### config.mk
export PLATFORM = sky130hd
export DESIGN_NAME = hilo_muldiv_ctrl
export DESIGN_NICKNAME = d
export VERILOG_FILES = /design/src/rtl/hilo_muldiv_ctrl.sv
export SDC_FILE = /design/constraint.sdc
export NUM_CORES = 2
export LEC_CHECK = 0
export BUFFER_PORTS_ARGS = -buffer_cell sky130_fd_sc_hd__buf_2
export CORE_MARGIN = 10
export CORE_UTILIZATION = 60
export CTS_CLUSTER_SIZE = 8
export DETAILED_ROUTE_END_ITERATION = 10
export PLACE_DENSITY = 0.89
export REMOVE_ABC_BUFFERS = 1
export SLEW_MARGIN = 5
export SYNTH_ARGS = -nofsm -noshare
export SYNTH_HDL_FRONTEND = slang
export SYNTH_SLANG_ARGS = --single-unit
### constraint.sdc
create_clock -name clk -period 9.8 [get_ports clk]
set_input_delay 0.98 -clock clk [delete_from_list [all_inputs] [get_ports clk]]
set_output_delay 0.98 -clock clk [all_outputs]
set_load 0.005 [all_outputs]
### src/rtl/hilo_muldiv_ctrl.sv
// HI/LO sequencer: multiply latency pipe, radix-2 restoring divider, MTHI/MTLO, single-cycle HI/LO write.
// Optional macro DIV_EARLY_EXIT_EN: divides with |a| < |b| finish in cycle 1.
module hilo_muldiv_ctrl #(
  parameter int MUL_LAT  = 2,
  parameter int DIV_BITS = 32
) (
  input  logic        clk,
  input  logic        rst_n,
  input  logic        valid_i,
  input  logic [2:0]  op_i,
  input  logic [31:0] a_i,
  input  logic [31:0] b_i,
  input  logic        flush_i,
  output logic        ready_o,
  output logic        stall_o,
  output logic        done_o,
  output logic [31:0] wHiData,
  output logic        whi,
  output logic [31:0] wLoData,
  output logic        wlo
);

  localparam logic [1:0] S_IDLE = 2'd0;
  localparam logic [1:0] S_MUL  = 2'd1;
  localparam logic [1:0] S_DIV  = 2'd2;
  localparam logic [1:0] S_DONE = 2'd3;

  localparam logic [2:0] OP_MULT  = 3'd1;
  localparam logic [2:0] OP_MULTU = 3'd2;
  localparam logic [2:0] OP_DIV   = 3'd3;
  localparam logic [2:0] OP_DIVU  = 3'd4;
  localparam logic [2:0] OP_MTHI  = 3'd5;
  localparam logic [2:0] OP_MTLO  = 3'd6;

  logic [1:0]  state_r;
  logic [2:0]  op_r;
  logic [31:0] a_r;
  logic [31:0] b_r;
  logic [31:0] quo_r;
  logic [31:0] rem_r;
  logic [31:0] dvs_r;
  logic        qneg_r;
  logic        rneg_r;
  logic [5:0]  cnt_r;

  logic        req_s;
  logic        accept_s;
  logic [31:0] a_mag_s;
  logic [31:0] b_mag_s;
  logic [32:0] shift_s;
  logic [32:0] diff_s;
  logic [31:0] nrem_s;
  logic [31:0] nquo_s;
`ifdef DIV_EARLY_EXIT_EN
  logic        small_s;
`endif

  function automatic logic [63:0] mul64(input logic [2:0] op, input logic [31:0] a, input logic [31:0] b);
    logic [63:0] ax;
    logic [63:0] bx;
    if (op == OP_MULT) begin
      ax = {{32{a[31]}}, a};
      bx = {{32{b[31]}}, b};
    end else begin
      ax = {32'd0, a};
      bx = {32'd0, b};
    end
    return ax * bx;
  endfunction

  // Request decode, operand magnitudes and one restoring-divide step
  always_comb begin
    req_s    = valid_i && (op_i >= OP_MULT) && (op_i <= OP_MTLO) && !flush_i;
    accept_s = req_s && (state_r == S_IDLE);
    ready_o  = (state_r == S_IDLE);
    stall_o  = (state_r != S_IDLE) || req_s;
    a_mag_s  = ((op_i == OP_DIV) && a_i[31]) ? (32'd0 - a_i) : a_i;
    b_mag_s  = ((op_i == OP_DIV) && b_i[31]) ? (32'd0 - b_i) : b_i;
    shift_s  = {rem_r, quo_r[31]};
    diff_s   = shift_s - {1'b0, dvs_r};
    if (diff_s[32]) begin
      nrem_s = shift_s[31:0];
      nquo_s = {quo_r[30:0], 1'b0};
    end else begin
      nrem_s = diff_s[31:0];
      nquo_s = {quo_r[30:0], 1'b1};
    end
`ifdef DIV_EARLY_EXIT_EN
    small_s = (a_mag_s < b_mag_s);
`endif
  end

  // Sequencer state plus registered write port; write strobes default low every cycle
  always_ff @(posedge clk or negedge rst_n) begin
    if (!rst_n) begin
      state_r <= S_IDLE;
      op_r    <= 3'd0;
      a_r     <= 32'd0;
      b_r     <= 32'd0;
      quo_r   <= 32'd0;
      rem_r   <= 32'd0;
      dvs_r   <= 32'd0;
      qneg_r  <= 1'b0;
      rneg_r  <= 1'b0;
      cnt_r   <= 6'd0;
      done_o  <= 1'b0;
      whi     <= 1'b0;
      wlo     <= 1'b0;
      wHiData <= 32'd0;
      wLoData <= 32'd0;
    end else begin
      done_o  <= 1'b0;
      whi     <= 1'b0;
      wlo     <= 1'b0;
      wHiData <= 32'd0;
      wLoData <= 32'd0;
      case (state_r)
        S_IDLE: begin
          if (accept_s) begin
            op_r <= op_i;
            a_r  <= a_i;
            b_r  <= b_i;
            case (op_i)
              OP_MULT, OP_MULTU: begin
                if (MUL_LAT == 1) begin
                  state_r              <= S_DONE;
                  done_o               <= 1'b1;
                  whi                  <= 1'b1;
                  wlo                  <= 1'b1;
                  {wHiData, wLoData}   <= mul64(op_i, a_i, b_i);
                end else begin
                  state_r <= S_MUL;
                  cnt_r   <= 6'(MUL_LAT - 2);
                end
              end
              OP_DIV, OP_DIVU: begin
                if (b_i == 32'd0) begin
                  state_r <= S_DONE;
                  done_o  <= 1'b1;
`ifdef DIV_EARLY_EXIT_EN
                end else if (small_s) begin
                  state_r <= S_DONE;
                  done_o  <= 1'b1;
                  whi     <= 1'b1;
                  wlo     <= 1'b1;
                  wHiData <= a_i;
`endif
                end else begin
                  state_r <= S_DIV;
                  quo_r   <= a_mag_s;
                  rem_r   <= 32'd0;
                  dvs_r   <= b_mag_s;
                  qneg_r  <= (op_i == OP_DIV) && (a_i[31] ^ b_i[31]);
                  rneg_r  <= (op_i == OP_DIV) && a_i[31];
                  cnt_r   <= 6'd0;
                end
              end
              OP_MTHI: begin
                state_r <= S_DONE;
                done_o  <= 1'b1;
                whi     <= 1'b1;
                wHiData <= a_i;
              end
              OP_MTLO: begin
                state_r <= S_DONE;
                done_o  <= 1'b1;
                wlo     <= 1'b1;
                wLoData <= a_i;
              end
              default: state_r <= S_IDLE;
            endcase
          end
        end
        S_MUL: begin
          if (flush_i) begin
            state_r <= S_IDLE;
          end else if (cnt_r == 6'd0) begin
            state_r            <= S_DONE;
            done_o             <= 1'b1;
            whi                <= 1'b1;
            wlo                <= 1'b1;
            {wHiData, wLoData} <= mul64(op_r, a_r, b_r);
          end else begin
            cnt_r <= cnt_r - 6'd1;
          end
        end
        S_DIV: begin
          if (flush_i) begin
            state_r <= S_IDLE;
          end else begin
            rem_r <= nrem_s;
            quo_r <= nquo_s;
            cnt_r <= cnt_r + 6'd1;
            // Last iteration: sign fixup folds into the registered write data
            if (cnt_r == 6'(DIV_BITS - 1)) begin
              state_r <= S_DONE;
              done_o  <= 1'b1;
              whi     <= 1'b1;
              wlo     <= 1'b1;
              wLoData <= qneg_r ? (32'd0 - nquo_s) : nquo_s;
              wHiData <= rneg_r ? (32'd0 - nrem_s) : nrem_s;
            end
          end
        end
        S_DONE:  state_r <= S_IDLE;
        default: state_r <= S_IDLE;
      endcase
    end
  end

endmodule

==> results.txt <==
Total track usage: 33.19%
Num rows: 118
Cell with the most instances after synthesis: inv_1
Fillers: 7927
Worst r2r path cells: 33
RR Startpoint: op_r[2]$_DFFE_PN0P_
# IOs: 140
Clock Sink Count: 240
Clock Tree Buf Depth: 3
Register area: 6033 um^2
Share of cells above drive strength 1: 8.085%
Post-synth top flop: dfrtp_1
Root buf cell: clkbuf_16
Sequential share of the synthesized area: 9.567%
Post-synth EDFFs: 0
Worst Skew: 39.33 ps
DR DRC count: 0
Avg WL per Cell: 23.28 um
Detail Route Antenna Nets: 0
Dpl hpwl: 158.1 mm
Syn Inst Count: 6842
Pre-CTS setup slack: 74.62 ps
Number of hold buffers added after cts: 0
Largest net degree at the start of global routing: 105
Initial Util: 60.57%
Hold/Removal Path Class: reg -> reg
Hold path depth: 2
Cell Area, Placed: 65550 um^2
WP data required: 10170 ps
Final setup viols: 0
Final WL: 192.4 mm
Hold_sp: dvs_r[1]$_DFFE_PN0P_
DR vias/cell: 6.027
Worst setup margin: 229.8 ps
First-pass GRT wire length: 303.5 mm
Drt first pass iters: 10
R2r setup slk: 230 ps
Sum of negative setup slack: 0 ps
Slowest cell on crit path: fa_2
FMAX: 0.1045 GHz
Avg Inst Size Synth: 9.175 um^2
Top cell type's share of synthesized area: 45.32%
First DRT Iteration DRCs: 5380
Global route total overflow: 0
Min-Delay Endpoint: dvs_r[1]$_DFFE_PN0P_
Final period utilization: 97.66%
Crit path kind: reg -> reg
CP dominant cell by count: fa_1
Crit path buf inv count: 10
Largest cells by area after synthesis: fa_1 45%, dfrtp_1 9.6%, inv_1 9.4%
Top delay family on crit path: adder cells
Async SR Flop Fraction: 100.0%
PortBufs: 139
GP Congestion: 1.010
Worst path max stage delay: 570 ps
Synth warn: 0
Startpoint types: flip-flop
CTS tree: built
Mapped Area: 62770 um^2
Maxcap violations: 0
Vias: 49820
Die Ht: 343.5 um
CTS clk-pin slew, worst paths: 60 ps
Minimum clock period: 9570 ps
Final Instance Area: 66840 um^2
Distinct cells, synth: 97
Vias in the first global route: 54740
Max Slew Vio Count: 0
Synth area leader: fa_1
Die area: 118000 um^2
Outcome: finished, final reports clean
Core area: 103600 um^2
Final Hold Fails: 0
Antenna violations before repair: 19
Worst-Skew Late Latency: 550 ps
Crit. End Element: flip-flop
Relative slew slack: 15.61%
Final Util: 64.49%
Most frequent cells after synthesis: 1580 x inv_1, 1421 x fa_1, 911 x nand2_1
Num CTS Buffers: 36
Crit path DAT: 9940 ps
Layout area overhead: 6.478%
R2r endpoint: wHiData[27]$_DFF_PN0_
Max H-tree Level: 2
Flops & latches, synth: 240
Worst-Margin Slew: 1266 ps
CP Max Fanout: 11
Nets: 8717
Area of the multi-input gates: 49640 um^2
Die X-Extent: 343.5 um
layer usage:
metal  part of all wire, %  track usage [%]
met5                  0.11                0
met4                   7.9            21.31
met3                    11            8.469
met2                    47            53.11
met1                    34            39.91
sequential cells by signal (all words and copies together) (netlist names):
name,cells
wlo,1
op_r,3
b_r,32
rem_r,32
qneg_r,1
rneg_r,1
state_r,2
done_o,1
wLoData,32
whi,1
wHiData,32
cnt_r,6
a_r,32
quo_r,32
dvs_r,32
worst max path at each step:
stage | start | end | slack [ps] | cells after the start
3_5_place_dp | b_r[7]$_DFFE_PN0P_ | wHiData[31]$_DFF_PN0_ | 70 | 31
3_3_place_gp | b_r[7]$_DFFE_PN0P_ | wHiData[31]$_DFF_PN0_ | 240 | 31
4_1_cts | op_r[1]$_DFFE_PN0P_ | wHiData[26]$_DFF_PN0_ | 5 | 34
6_report | op_r[2]$_DFFE_PN0P_ | wHiData[27]$_DFF_PN0_ | 230 | 33
2_1_floorplan | op_r[1]$_DFFE_PN0P_ | wHiData[28]$_DFF_PN0_ | -740 | 31
5_1_grt | op_r[2]$_DFFE_PN0P_ | wHiData[31]$_DFF_PN0_ | -100 | 33
tightest hold or removal path: cells and delay by family, from the launching register on:
family          cells  cell delay [ps]
flops               1              350
compound gates      1               70
simple gates        1               50
through the flow:
step           hold slack (ps)  instances
6_report                 508.0       8266
5_1_grt                  530.5       8262
4_1_cts                  508.6       8249
3_5_place_dp             492.4       8206
3_3_place_gp             468.0       8206
2_1_floorplan            449.8       6487
timing repair:
item                       CTS  global route
buffers inserted             0             8
setup endpoints to repair    2            17
pin swaps                    0            15
gates resized for setup      1            72
cells in the final DEF, fill, tap and decap left out, types with 166 or more instances in the layout:
cell type and n:
ha_1 350, dfrtp_1 218, nor2_1 211, a21oi_1 210, nand2_1 906, xnor2_1 166
fa_1 1412, and2_1 408, buf_4 188, inv_1 1575
layout make-up:
type | count | area share (%)
repair buffers | 347 | 3.701
inverters | 1581 | 8.884
clock buffers | 41 | 1.469
flip-flops and latches | 240 | 9.026
clock inverters | 2 | 0.03182
multi-input cells | 4666 | 74.27
diodes | 9 | 0.03369
well taps | 1380 | 2.583
kinds of logic (layout without fill, tap and decap cells):
group	count (synthesis)	after routing	synth area share, %
buffers and inverters	1936	1971	11.63
AND/OR/NAND/NOR	1827	1827	13.81
adder cells (fa/ha/maj)	1777	1777	52.40
AO/OA/AOI/OAI	727	727	7.636
XOR/XNOR	254	254	3.544
flip-flops	240	240	9.567
multiplexers	81	81	1.415
other	0	9	0
Power is not shown: default switching activity piles up to over one toggle a cycle in this logic, so the estimate is an artifact.
